[src/rtl/uart_rx_frame.sv]
// ---------------------------------------------------------------------------
// uart_rx_frame
//
// UART receiver with oversampling and runtime-selectable frame format.
// Every frame starts with a start bit. It carries 7 or 8 data bits, sent LSB
// first. An odd or even parity bit is optional. The frame ends with one or
// two stop bits. The format and the baud rate are captured at the start edge
// and stay fixed for the rest of the frame.
//
// Parameters
//   CLK_FREQ    system clock frequency in Hz
//   OVS         oversample ticks per bit period
//
// Ports
//   clk         system clock, rising edge
//   rst         asynchronous reset, active low
//   in_data     serial line, idle high
//   bd_rate     baud select: 0=1200, 1=2400, 2=4800, 3=9600
//   para        parity: 0=none, 1=odd, 2=even, 3=none
//   s_num       stop bits: 0=one, 1=two
//   d_num       data bits: 0=seven, 1=eight
//   out_data    last received word (bit7 = 0 in 7-bit mode)
//   data_valid  one-clock pulse when a frame completes
//   parity_err  parity mismatch on the last completed frame
//   frame_err   a stop bit sampled low on the last completed frame
//   busy        high whenever the receiver is not idle
// ---------------------------------------------------------------------------
module uart_rx_frame #(
    parameter int CLK_FREQ = 50000000,
    parameter int OVS      = 16
) (
    input  logic       clk,
    input  logic       rst,
    input  logic       in_data,
    input  logic [1:0] bd_rate,
    input  logic [1:0] para,
    input  logic       s_num,
    input  logic       d_num,
    output logic [7:0] out_data,
    output logic       data_valid,
    output logic       parity_err,
    output logic       frame_err,
    output logic       busy
);

    localparam int DIV_1200 = CLK_FREQ / (OVS * 1200);
    localparam int DIV_2400 = CLK_FREQ / (OVS * 2400);
    localparam int DIV_4800 = CLK_FREQ / (OVS * 4800);
    localparam int DIV_9600 = CLK_FREQ / (OVS * 9600);

    // The 1200 baud divisor is the largest, so it sets the counter width.
    localparam int CW = (DIV_1200 > 1) ? $clog2(DIV_1200) : 1;
    localparam int SW = (OVS > 1) ? $clog2(OVS) : 1;

    localparam logic [SW-1:0] SUB_HALF = SW'(OVS / 2 - 1);
    localparam logic [SW-1:0] SUB_FULL = SW'(OVS - 1);

    typedef enum logic [2:0] {
        IDLE,
        START,
        DATA,
        PARITY,
        STOP1,
        STOP2
    } state_t;

    state_t state;
    state_t state_next;

    logic          sync_1;
    logic          sync_2;
    logic          rx_prev;

    logic [CW-1:0] tick_cnt;
    logic [SW-1:0] sub_cnt;
    logic [2:0]    bit_cnt;
    logic [7:0]    shreg;
    logic          par_bit;
    logic          stop_err;

    logic [1:0]    cfg_baud;
    logic [1:0]    cfg_par;
    logic          cfg_stop2;
    logic          cfg_d8;

    logic [CW-1:0] div_m1;
    logic          start_edge;
    logic          tick;
    logic          sample;
    logic          last_bit;
    logic          par_en;
    logic          frame_done;
    logic [7:0]    data_word;
    logic          par_calc;

    // Two-flop synchronizer. A third flop keeps the previous synchronized
    // value for edge detection. All three reset to the idle-high level, so a
    // line that sits high produces no edge when reset is released.
    always_ff @(posedge clk or negedge rst) begin
        if (!rst) begin
            sync_1  <= 1'b1;
            sync_2  <= 1'b1;
            rx_prev <= 1'b1;
        end else begin
            sync_1  <= in_data;
            sync_2  <= sync_1;
            rx_prev <= sync_2;
        end
    end

    // Combinational helpers. The tick divisor comes from the latched baud
    // select. The sample strobe fires at mid start bit and then once every
    // OVS ticks. A frame completes at the sample of its last stop bit.
    always_comb begin
        div_m1     = CW'(DIV_1200 - 1);
        start_edge = 1'b0;
        tick       = 1'b0;
        sample     = 1'b0;
        last_bit   = 1'b0;
        par_en     = 1'b0;
        frame_done = 1'b0;
        data_word  = 8'h00;
        par_calc   = 1'b0;

        case (cfg_baud)
            2'd0:    div_m1 = CW'(DIV_1200 - 1);
            2'd1:    div_m1 = CW'(DIV_2400 - 1);
            2'd2:    div_m1 = CW'(DIV_4800 - 1);
            default: div_m1 = CW'(DIV_9600 - 1);
        endcase

        start_edge = (state == IDLE) && rx_prev && !sync_2;
        tick       = (state != IDLE) && (tick_cnt == div_m1);
        sample     = tick && (sub_cnt == ((state == START) ? SUB_HALF : SUB_FULL));
        last_bit   = (bit_cnt == (cfg_d8 ? 3'd7 : 3'd6));
        par_en     = (cfg_par == 2'b01) || (cfg_par == 2'b10);
        frame_done = sample && (((state == STOP1) && !cfg_stop2) || (state == STOP2));
        data_word  = cfg_d8 ? shreg : {1'b0, shreg[7:1]};

        case (cfg_par)
            2'b01:   par_calc = ~(^data_word ^ par_bit);
            2'b10:   par_calc = ^data_word ^ par_bit;
            default: par_calc = 1'b0;
        endcase
    end

    // State register.
    always_ff @(posedge clk or negedge rst) begin
        if (!rst) begin
            state <= IDLE;
        end else begin
            state <= state_next;
        end
    end

    // Next-state logic. A high sample at mid start bit means the start was
    // false. The receiver then drops back to IDLE without touching any
    // output.
    always_comb begin
        state_next = state;
        case (state)
            IDLE: begin
                if (start_edge) state_next = START;
            end
            START: begin
                if (sample) state_next = sync_2 ? IDLE : DATA;
            end
            DATA: begin
                if (sample && last_bit) state_next = par_en ? PARITY : STOP1;
            end
            PARITY: begin
                if (sample) state_next = STOP1;
            end
            STOP1: begin
                if (sample) state_next = cfg_stop2 ? STOP2 : IDLE;
            end
            STOP2: begin
                if (sample) state_next = IDLE;
            end
            default: state_next = IDLE;
        endcase
    end

    // Datapath: counters, shift register and frame configuration. The frame
    // configuration is captured on the start edge. The outputs are updated
    // only when a frame completes, and they then hold until the next frame
    // completes.
    always_ff @(posedge clk or negedge rst) begin
        if (!rst) begin
            tick_cnt   <= '0;
            sub_cnt    <= '0;
            bit_cnt    <= 3'd0;
            shreg      <= 8'h00;
            par_bit    <= 1'b0;
            stop_err   <= 1'b0;
            cfg_baud   <= 2'd0;
            cfg_par    <= 2'd0;
            cfg_stop2  <= 1'b0;
            cfg_d8     <= 1'b0;
            out_data   <= 8'h00;
            data_valid <= 1'b0;
            parity_err <= 1'b0;
            frame_err  <= 1'b0;
        end else begin
            data_valid <= 1'b0;
            if (state == IDLE) begin
                tick_cnt <= '0;
                sub_cnt  <= '0;
                if (start_edge) begin
                    bit_cnt   <= 3'd0;
                    par_bit   <= 1'b0;
                    stop_err  <= 1'b0;
                    cfg_baud  <= bd_rate;
                    cfg_par   <= para;
                    cfg_stop2 <= s_num;
                    cfg_d8    <= d_num;
                end
            end else begin
                tick_cnt <= tick ? '0 : tick_cnt + 1'b1;
                if (tick) begin
                    sub_cnt <= sample ? '0 : sub_cnt + 1'b1;
                end
                if (sample) begin
                    case (state)
                        DATA: begin
                            shreg   <= {sync_2, shreg[7:1]};
                            bit_cnt <= bit_cnt + 3'd1;
                        end
                        PARITY: par_bit <= sync_2;
                        STOP1:  if (!sync_2) stop_err <= 1'b1;
                        default: ;
                    endcase
                end
                if (frame_done) begin
                    data_valid <= 1'b1;
                    out_data   <= data_word;
                    parity_err <= par_calc;
                    frame_err  <= stop_err | ~sync_2;
                end
            end
        end
    end

    assign busy = (state != IDLE);

endmodule

[config.mk]
export PLATFORM = sky130hd
export DESIGN_NAME = uart_rx_frame
export DESIGN_NICKNAME = d
export VERILOG_FILES = /design/src/rtl/uart_rx_frame.sv
export SDC_FILE = /design/constraint.sdc
export NUM_CORES = 1
export LEC_CHECK = 0
export ABC_AREA = 1
export CAP_MARGIN = 20
export CORE_ASPECT_RATIO = 0.8
export CORE_MARGIN = 5
export CORE_UTILIZATION = 60
export DETAILED_ROUTE_END_ITERATION = 7
export PLACE_DENSITY = 0.88
export SLEW_MARGIN = 0
export SYNTH_ARGS = -nofsm -noshare
export SYNTH_HDL_FRONTEND = slang
export SYNTH_SLANG_ARGS = --single-unit
[constraint.sdc]
create_clock -name clk -period 3.72 [get_ports clk]
set_input_delay 0.372 -clock clk [delete_from_list [all_inputs] [get_ports clk]]
set_output_delay 0.372 -clock clk [all_outputs]
set_load 0.1 [all_outputs]
== Yosys cells after proc, flatten, opt, wreduce, memory -nomap -nowiden ==
Index checks and enable logic that the tools add are counted.
Storage, ports and cells
  input port bits: 9
  output and inout port bits: 12
  flip-flop bits (word level): 52
Operators by class
  equality and inequality tests: 19
  bitwise operators: 5
  mux-type cells: 34
  add/subtract/negate cells: 3
  reductions and logical operators: 27
Operators by type and width (number)
  $mux W3: 12
  $pmux W12 S3: 1
  $mux W12: 2
  $pmux W3 S6: 1
  $mux W4: 4
  $add A12 B1 Y12 const B: 1
  $eq A12 B12 Y1: 1
  $ne A2 B2 Y1 const B: 6
  $mux W1: 11
  $reduce_bool A2 Y1: 5
  $reduce_and A3 Y1: 3
  $mux W8: 1
  $reduce_xor A8 Y1: 1
  $logic_and A1 B1 Y1: 7
  $eq A3 B2 Y1 const B: 2
  $eq A3 B3 Y1 const B: 2
  $reduce_and A6 Y1: 1
  $add A4 B1 Y4 const B: 1
  $eq A2 B1 Y1 const B: 2
  $eq A2 B2 Y1 const B: 2
  $eq A4 B4 Y1: 1
  $reduce_and A2 Y1: 2
  $reduce_and A4 Y1: 1
  $add A3 B1 Y3 const B: 1
  other kinds (13): 17

== Logic depth before layout (Yosys ltp) ==
Gate-level depths: netlist of the first run.
  depth after elaboration: 8
  mapped depth: 14

== Worst setup path after synthesis of the first run ==
No wires, ideal clock.
  path kind: register to register
  start: reg state[0]
  end: reg shreg[1]
  clock period less this slack: 2189 ps
  slack: 1531 ps
  buffers on the path: 1
  stages on the path, launching flop included: 9
  setup time: 126 ps
  arrival: 2063 ps
  cell sequence: dfrtp_1 nor2_1 inv_2 nor2_4 inv_1 nand4_4 nor2_8 buf_8 o21ai_0
RTL lines
  start: declaration: RTL line 67  | state_t state;
  start signal: assignment: RTL line 152  | state <= state_next;
  $reduce_bool A3 Y1
  named net busy: RTL line 43  | output logic busy
  $logic_and A1 B1 Y1: RTL line 133  | tick = (state != IDLE) && (tick_cnt == div_m1);
  $logic_and A1 B1 Y1: RTL line 134  | sample = tick && (sub_cnt == ((state == START) ? SUB_HALF : SUB_FULL));
  $reduce_and A3 Y1 (no line)
  end signal: assignment: RTL line 226  | shreg <= {sync_2, shreg[7:1]};
  end: declaration: RTL line 77  | logic [7:0] shreg;
The timed path passes the listed nets, and every way through them passes these cells.
A chain may end at the register's enable or synchronous reset.

== Worst setup path in the final report of the first run ==
  start: reg state[0]
  end: out busy
On the way
  longest elaborated chain between the ends: 1
Ends and longest elaborated chain
  $reduce_bool A3 Y1: RTL line 244  | assign busy = (state != IDLE);
  end: declaration: RTL line 43
Every way passes these cells.

==> results.json, run 1 <==
{
  "status": "finished, final reports clean",
  "timing.final.crit_period_ps": 2808,
  "rrSetupSlack_ps": 1730,
  "power.density_nw_per_um2": 525.1,
  "cts_hold_buf": 0,
  "design_area_um2": 3186,
  "worstPathMaxFanout": 7,
  "area_growth_pct": 11.08,
  "synth-async-reset-ratio_pct": 100.0,
  "placed_area_um2": 3092,
  "yosys-top-cells-area": "dfrtp_1 (43%), nand2_1 (13%), inv_1 (5.9%)",
  "rsz0062_at_grt": "no",
  "synth_cells": 356,
  "nets": 391,
  "grt_max_degree": 53,
  "core-area_um2": 4597,
  "yosysWarnings": 0,
  "n_antenna_cell": 0,
  "grt_pass1_vias": 2241,
  "drt_iter0_markers": 238,
  "place_congestion": 0.8680,
  "synth-edff-count": 0,
  "dieWidth_um": 87.30,
  "syn_area_um2": 2868,
  "vias": 2302,
  "ioPinCount": 21,
  "intPower_w": 0.0009813,
  "fin_skew_ps": 12.41,
  "yosysMostFrequentCell": "nand2_1",
  "switching_share_pct": 41.33,
  "dp_hpwl_um": 4189,
  "synth_nets": 370,
  "cts_sinks": 52,
  "synthDominantCellAreaShare_pct": 42.76,
  "worst-setup-path-type": "reg2out",
  "die-area_um2": 6271,
  "synth-seq-area-share_pct": 45.51,
  "switchingPower_w": 0.0006913,
  "avgSynthCellArea_um2": 8.055,
  "tightest_slew_ps": 972.6,
  "cp-endpoint": "busy",
  "path_clk_slew_ps": 100,
  "track_usage_pct": 19.76,
  "slew_viol_final": 0,
  "cp.required_ps": 3350,
  "pwr-share-comb_pct": 34.8,
  "timing.slew.headroom_pct": 34.96,
  "die_h_um": 71.84,
  "cts.path.max_buffers": 2,
  "cts-buffers-inserted": 5,
  "yosys.area.top_type": "dfrtp_1",
  "antenna_found_initial": 0,
  "start_util_pct": 62.38,
  "numPortBuffers": 20,
  "synth_common_cells": "nand2_1 (99), dfrtp_1 (49), inv_1 (45), nor2_1 (33), o21ai_0 (25)",
  "reg2reg_depth": 11,
  "placed_cells": 430,
  "postCtsSetupBuffers": 0,
  "r2r-start": "cfg_baud[0]",
  "synth_seq_cells": 52,
  "grt_overflow": 0,
  "hold_class": "in2async",
  "routed_via_density": 5.256,
  "crit_start": "state[0]",
  "ys_types": 34,
  "ir_drop_mv": 0.3540,
  "cts_tree": "yes",
  "htree_levels": 2,
  "finalSetupViolCount": 0,
  "reg2reg_to": "parity_err",
  "p_leak_nw": 1.557,
  "fin_cells": 438,
  "clkLatencyLatePin_ps": 310,
  "arrival_ps": 2440,
  "firstDrtPassIters": 5,
  "worstSetupEndpointType": "primary output",
  "num_rows": 22,
  "maxCapViolCount": 0,
  "p_clk_share_pct": 20.1,
  "routedWlPerCell_um": 12.76,
  "cts-root-buf": "clkbuf_8",
  "synth-main-ff-cell": "dfrtp_1",
  "finalWorstSetupSlack_ps": 912.1,
  "grt_first_pass_wirelength_um": 9936,
  "fmax_mhz": 356.1,
  "dpl_worst_slack_ps": 1269,
  "worst_setup_path_start_kind": "flip-flop",
  "period_share_pct": 75.48,
  "tns_ps": 0,
  "drc_errors": 0,
  "cts_resized": 0,
  "antenna_left": 0,
  "p_seq_share_pct": 45.1,
  "hold_viol": 0,
  "n_fill_cell": 353,
  "drt_wl_total_um": 5589,
  "drive_gt1_share_pct": 12.43
}
how the worst min path moves through the flow:
stage | endpoint | startpoint | cells past startpoint | slack (ps)
finish | tick_cnt[2] | rst | 2 | 150
global route | tick_cnt[2] | rst | 2 | 230
CTS | tick_cnt[4] | rst | 2 | 190
detailed placement | sync_2 | sync_1 | 0 | 350
global placement | sync_2 | sync_1 | 0 | 350
floorplan | bit_cnt[0] | rst | 0 | 80
worst max-delay path, cell delays in order, from the launching register on:
cell and delay, ps:
dfrtp_1 460, nor2_1 90, inv_2 90, nor2_4 50, inv_1 240, clkdlybuf4s50_1 1190
sequential cells by signal, summed over array words and instances, names as in the netlist, 2 cells and up:
name / cells
bit_cnt: 3
sub_cnt: 4
shreg: 8
out_data: 8
tick_cnt: 12
cfg_baud: 2
cfg_par: 2
state: 3
power groups by stage:
stage                     registers, W  clock network (W)  logic [W]
after CTS                     0.000751           0.000341   0.000583
after detailed placement      0.000762                  0   0.000576
after global routing          0.000767           0.000365   0.000658
after global placement        0.000755                  0   0.000552
after floorplan               0.000706                  0   0.000497
final                         0.000754           0.000336   0.000582
cells by family after synthesis:
kind of cell,count (synthesis),share of synthesized area (%)
fa+ha+maj,5,2.182
compound gates,54,11.56
xor+xnor,12,3.665
flops,52,45.51
simple gates,177,28.80
buf+inv,56,8.289
metal layers:
| layer | wire length (um) | global-route usage (%) |
|---|---|---|
| met5 | 0 | 0 |
| met3 | 212 | 3.908 |
| met2 | 2616 | 32.02 |
| met1 | 2690 | 26.84 |
| met4 | 69 | 5.963 |
layout by cell type, fill, tap and decap left out, types with 3 or more instances in the layout:
cell type / synthesis / final
dfstp_2: 3 / 3
nand3_1: 18 / 18
nand4_1: 3 / 3
dfrtp_1: 49 / 49
inv_2: 4 / 4
o21ai_0: 25 / 25
nand2_1: 99 / 99
o21ai_2: 11 / 11
ha_1: 5 / 5
xor2_1: 10 / 10
nand2_2: 8 / 8
nor2_1: 33 / 33
a21oi_1: 8 / 8
nor2_4: 5 / 5
clkdlybuf4s50_1: 0 / 19
inv_1: 45 / 45
clkbuf_8: 0 / 6
o211ai_1: 4 / 4
cell type report:
| type | count | area (um^2) | share of cell area (%) |
|---|---|---|---|
| timing repair buffer | 21 | 202.7 | 6.363 |
| clock buffer | 7 | 86.33 | 2.710 |
| inverter | 49 | 183.9 | 5.774 |
| sequential | 52 | 1305 | 40.97 |
| tap | 60 | 75.07 | 2.357 |
| multi-input combinational | 248 | 1325 | 41.59 |
| clock inverter | 1 | 7.507 | 0.2357 |
per-stage QoR:
step | hold slack [ps] | utilization [%] | total power (W)
after floorplan | 76.41 | - | 0.001204
after global placement | 346.4 | 67.26 | 0.001307
after detailed placement | 348.2 | 67.26 | 0.001338
after CTS | 186.2 | 69.30 | 0.001676
after global routing | 226.8 | 69.30 | 0.001790
final | 150.6 | 69.30 | 0.001673
No activity file was read; power rests on OpenSTA's default activity.
==> run 2, diff against run 1 <==
--- a/config.mk
+++ b/config.mk
@@ -9,9 +9,9 @@
 export CAP_MARGIN = 20
 export CORE_ASPECT_RATIO = 0.8
 export CORE_MARGIN = 5
-export CORE_UTILIZATION = 60
+export CORE_UTILIZATION = 58
 export DETAILED_ROUTE_END_ITERATION = 7
-export PLACE_DENSITY = 0.88
+export PLACE_DENSITY = 0.86
 export SLEW_MARGIN = 0
 export SYNTH_ARGS = -nofsm -noshare
 export SYNTH_HDL_FRONTEND = slang
==> constraint.sdc (replaced) <==
create_clock -name clk -period 2.7 [get_ports clk]
set_input_delay 0.27 -clock clk [delete_from_list [all_inputs] [get_ports clk]]
set_output_delay 0.27 -clock clk [all_outputs]
set_load 0.1 [all_outputs]
==> results.json, run 2 (synthesis results as in run 1) <==
{
  "pwr-share-comb_pct": 35.0,
  "grt_use_met2_pct": 29.79,
  "drive_gt1_share_pct": 15.83,
  "tightest_slew_ps": 547.9,
  "cts-root-buf": "clkbuf_8",
  "largestRegisters": "tick_cnt (12), out_data (8), shreg (8)",
  "path_clk_slew_ps": 90,
  "die_h_um": 72.90,
  "p_seq_share_pct": 45.2,
  "regMostFlops": "tick_cnt",
  "met3_usage_pct": 4.628,
  "start_util_pct": 61.28,
  "mostFrequentLayoutCells": "nand2_1 (99), dfrtp_1 (49), inv_1 (45), nor2_1 (33), o21ai_0 (25)",
  "hold_class": "reg2reg",
  "design_area_um2": 3162,
  "cts_hold_buf": 1,
  "grt_max_degree": 39,
  "worst_setup_path_start_kind": "flip-flop",
  "maxCapViolCount": 0,
  "track_usage_pct": 20.05,
  "antenna_found_initial": 0,
  "fin_skew_ps": 18.58,
  "cp.required_ps": 2950,
  "use_met1_pct": 28.47,
  "antenna_left": 0,
  "fmax_mhz": 495.2,
  "slew_viol_final": 0,
  "clkLatencyLatePin_ps": 320,
  "switchingPower_w": 0.0009687,
  "htree_levels": 2,
  "worstSetupEndpointType": "flip-flop",
  "core-area_um2": 4679,
  "layout_commonest_cell": "nand2_1",
  "tns_ps": 0,
  "grt_pass1_vias": 2205,
  "largest_reg_flops": 12,
  "arrival_ps": 2270,
  "grt_busiest_layer": "met2",
  "ioPinCount": 21,
  "postCtsSetupBuffers": 0,
  "worstPathMaxFanout": 12,
  "switching_share_pct": 42.21,
  "p_clk_share_pct": 19.8,
  "cts_tree": "yes",
  "drc_errors": 0,
  "drt_wl_total_um": 5811,
  "grt_overflow": 0,
  "hold_viol": 0,
  "cts_sinks": 52,
  "period_share_pct": 74.80,
  "routed_via_density": 5.292,
  "cts_resized": 0,
  "die-area_um2": 6460,
  "p_leak_nw": 1.584,
  "cts.path.max_buffers": 2,
  "place_congestion": 0.8631,
  "timing.slew.headroom_pct": 63.47,
  "firstDrtPassIters": 4,
  "nets": 392,
  "grt_first_pass_wirelength_um": 10020,
  "rsz0062_at_grt": "no",
  "cts-buffers-inserted": 5,
  "timing.final.crit_period_ps": 2019,
  "dieWidth_um": 88.62,
  "drt_iter0_markers": 145,
  "vias": 2323,
  "dp_hpwl_um": 4351,
  "routedWlPerCell_um": 13.24,
  "area_growth_pct": 10.25,
  "power.density_nw_per_um2": 725.9,
  "finalSetupViolCount": 0,
  "status": "finished, final reports clean",
  "ir_drop_mv": 0.6191,
  "fin_util_pct": 67.57,
  "intPower_w": 0.001326,
  "num_rows": 22,
  "worst-setup-path-type": "reg2reg",
  "numPortBuffers": 20,
  "placed_area_um2": 3062,
  "n_antenna_cell": 0
}
## run 2: power groups by stage
stage          registers, W  clock network, W  logic [W]
6_report            0.00104          0.000455   0.000803
5_1_grt             0.00106          0.000502   0.000905
4_1_cts             0.00103          0.000463   0.000801
3_5_place_dp        0.00105                 0   0.000796
3_3_place_gp        0.00104                 0   0.000759
2_1_floorplan      0.000973                 0   0.000685
## run 2: worst max-delay path, stage by stage, from the launching register on
cell and delay (ps):
dfrtp_1 460, nor2_1 150, inv_2 70, nor2_4 190, nand3_1 250, inv_1 360
nor2_1 70, a21oi_1 210, nand3_1 130, nand2_1 80
## run 2: cell type report
cell class,count,area [um^2]
clock buffers,5,68.82
clock inverters,3,21.27
fillers,393,1518
inverters,49,183.9
multi-input cells,248,1325
flip-flops and latches,52,1305
well taps,60,75.07
repair buffers,22,182.7
## run 2: worst paths after layout
| check | startpoint | endpoint | slack, ps | cells after the start |
|---|---|---|---|---|
| setup / recovery | state[0] | state[0] | 680 | 9 |
| hold / removal | sync_1 | sync_2 | 360 | 0 |
| setup reg to reg | state[0] | state[0] | 680 | 9 |
| hold reg to reg | sync_1 | sync_2 | 360 | 0 |
| max in group asynchronous | rst | tick_cnt[1] | 1530 | 3 |
| min in group asynchronous | rst | bit_cnt[1] | 390 | 2 |
## run 2: metal layers
layer	part of all wire, %	vias to the layer above
met2	45	57
met1	47	1085
met4	2.2	0
li1	-	1167
met5	0	-
met3	6.0	14
## run 2: stage by stage
| stage | power [W] | hold WS, ps | cells | worst slack, ps |
|---|---|---|---|---|
| 5_1_grt | 0.002464 | 360.9 | 439 | 560.4 |
| 2_1_floorplan | 0.001658 | -25.59 | 356 | 510.5 |
| 4_1_cts | 0.002296 | 360.6 | 439 | 710.1 |
| 3_5_place_dp | 0.001842 | 192.4 | 430 | 741.2 |
| 3_3_place_gp | 0.001802 | 187.3 | 430 | 818.5 |
| 6_report | 0.002295 | 360.1 | 439 | 680.5 |
==> run 3, diff against run 2 <==
--- a/config.mk
+++ b/config.mk
@@ -9,9 +9,9 @@
 export CAP_MARGIN = 20
 export CORE_ASPECT_RATIO = 0.8
 export CORE_MARGIN = 5
-export CORE_UTILIZATION = 58
+export CORE_UTILIZATION = 53
 export DETAILED_ROUTE_END_ITERATION = 7
-export PLACE_DENSITY = 0.86
+export PLACE_DENSITY = 0.83
 export SLEW_MARGIN = 0
 export SYNTH_ARGS = -nofsm -noshare
 export SYNTH_HDL_FRONTEND = slang
==> constraint.sdc (replaced) <==
create_clock -name clk -period 1.6 [get_ports clk]
set_input_delay 0.16 -clock clk [delete_from_list [all_inputs] [get_ports clk]]
set_output_delay 0.16 -clock clk [all_outputs]
set_load 0.1 [all_outputs]
==> results.json, run 3 (synthesis results as in run 1) <==
{
  "worstSetupEndpointType": "flip-flop",
  "dieWidth_um": 92.24,
  "hold_class": "in2reg",
  "worstPathMaxFanout": 6,
  "layout_commonest_cell": "nand2_1",
  "placed_cells": 472,
  "grt_max_degree": 34,
  "dp_hpwl_um": 4694,
  "finalWorstSetupSlack_ps": -305.0,
  "p_seq_share_pct": 38.1,
  "routed_via_density": 5.409,
  "slew_viol_final": 0,
  "grt_first_pass_wirelength_um": 11430,
  "fin_skew_ps": 10.05,
  "area_growth_pct": 36.52,
  "numPortBuffers": 20,
  "mostFrequentLayoutCells": "nand2_1 (89), dfrtp_1 (46), inv_1 (42), buf_4 (37), nor2_1 (28)",
  "track_usage_pct": 20.96,
  "drive_gt1_share_pct": 31.93,
  "place_congestion": 0.9128,
  "finalSetupViolCount": 42,
  "routedWlPerCell_um": 14.81,
  "cts-buffers-inserted": 5,
  "cp.required_ps": 1810,
  "timing.final.crit_period_ps": 1905,
  "cts_tree": "yes",
  "htree_levels": 2,
  "drt_wl_total_um": 7315,
  "fin_cells": 494,
  "hold_viol": 0,
  "fmax_mhz": 524.9,
  "tns_ps": -6672,
  "maxCapViolCount": 0,
  "clkLatencyLatePin_ps": 310,
  "start_util_pct": 53.65,
  "tightest_slew_ps": 487.6,
  "path_clk_slew_ps": 90,
  "switching_share_pct": 40.79,
  "period_share_pct": 119.1,
  "largest_reg_flops": 12,
  "worst_setup_path_start_kind": "flip-flop",
  "nets": 442,
  "largestRegisters": "tick_cnt (12), out_data (8), shreg (8)",
  "vias": 2672,
  "p_clk_share_pct": 17.2,
  "antenna_found_initial": 0,
  "antenna_left": 0,
  "die-area_um2": 6991,
  "status": "complete, but fails checks",
  "cts.path.max_buffers": 2,
  "intPower_w": 0.002723,
  "p_leak_nw": 1.926,
  "ioPinCount": 21,
  "arrival_ps": 2120,
  "core-area_um2": 5345,
  "dpl_worst_slack_ps": -194.3,
  "violations": "negative setup slack",
  "pwr-share-comb_pct": 44.7,
  "timing.slew.headroom_pct": 67.49,
  "worst-setup-path-type": "reg2reg",
  "n_antenna_cell": 0,
  "drt_iter0_markers": 185,
  "die_h_um": 75.79,
  "firstDrtPassIters": 6,
  "num_rows": 24,
  "rsz0062_at_grt": "yes",
  "regMostFlops": "tick_cnt",
  "power.density_nw_per_um2": 1175,
  "cts_sinks": 52,
  "ir_drop_mv": 0.9802,
  "drc_errors": 0,
  "grt_pass1_vias": 2559,
  "cts-root-buf": "clkbuf_8",
  "grt_overflow": 0,
  "switchingPower_w": 0.001876
}
run 3: changes by cell type in the layout (fill, tap and decap cells not counted), moves of 4 or more:
| cell | delta |
|---|---|
| buf_4 | +24 |
| nand2_1 | -10 |
| nor2_1 | -5 |
| buf_6 | +6 |
| buf_12 | +17 |
| nand2_2 | +7 |
| o21ai_0 | -6 |
| nor2_2 | +4 |
run 3: final timing paths:
check / start / to / slack (ps) / depth (start not counted)
worst max-delay path: sub_cnt[1] / shreg[7] / -300 / 10
worst min-delay path: in_data / sync_1 / 260 / 1
worst max register to register: sub_cnt[1] / shreg[7] / -300 / 10
worst min register to register: sync_1 / sync_2 / 360 / 0
max in group asynchronous: rst / cfg_baud[0] / 710 / 3
min in group asynchronous: rst / state[0] / 340 / 2
run 3: routing by layer:
layer,wire length [um],track usage [%],vias up
met5,0,0,-
met4,127,6.919,0
met3,310,3.455,18
met2,3677,38.43,82
met1,3199,25.79,1303
li1,-,-,1269
run 3: power groups by stage:
| stage | Sequential [W] | Combinational, W | Clock, W |
|---|---|---|---|
| 3_5_place_dp | 0.00173 | 0.00181 | 0 |
| 3_3_place_gp | 0.00172 | 0.00176 | 0 |
| 2_1_floorplan | 0.00165 | 0.00119 | 0 |
| 4_1_cts | 0.00171 | 0.00195 | 0.000788 |
| 6_report | 0.00175 | 0.00205 | 0.000792 |
| 5_1_grt | 0.00178 | 0.00225 | 0.000846 |
run 3: area by class of cell:
| type | instances | area, um^2 |
|---|---|---|
| clock buffer | 8 | 90.09 |
| fill | 360 | 1430 |
| inverter | 49 | 192.7 |
| multi-input combinational | 251 | 1471 |
| sequential | 52 | 1309 |
| tap | 65 | 81.33 |
| timing repair buffer | 69 | 770.7 |
run 3: per-stage QoR:
| stage | power, W | util, % | hold WS, ps | area (um^2) |
|---|---|---|---|---|
| finish | 0.004599 | 73.24 | 255.4 | 3915 |
| floorplan | 0.002830 | - | -135.6 | 2878 |
| detailed placement | 0.003533 | 66.22 | 153.1 | 3540 |
| global placement | 0.003486 | 66.22 | 141.9 | 3540 |
| CTS | 0.004442 | 70.74 | 263.6 | 3781 |
| global route | 0.004881 | 73.24 | 253.8 | 3915 |
run 3: what timing repair did:
action / 4_1_cts / 5_1_grt
resized for setup: 17 / 29
setup endpoints to repair: 42 / 44
buffers inserted: 5 / 5
cloned: 2 / 1
hold buffers: 1 / 0
pin swaps: 7 / 8
hold endpoints to repair: 16 / 0
run 3: worst max-delay path, stage by stage, from the launching register on:
cell and delay [ps]:
dfrtp_1 380, ha_1 180, nand2_1 80, inv_1 70
nand2_1 140, nor2_4 170, nand4_4 240, buf_12 210
nor2_4 140, nand2_1 90, o21ai_0 110
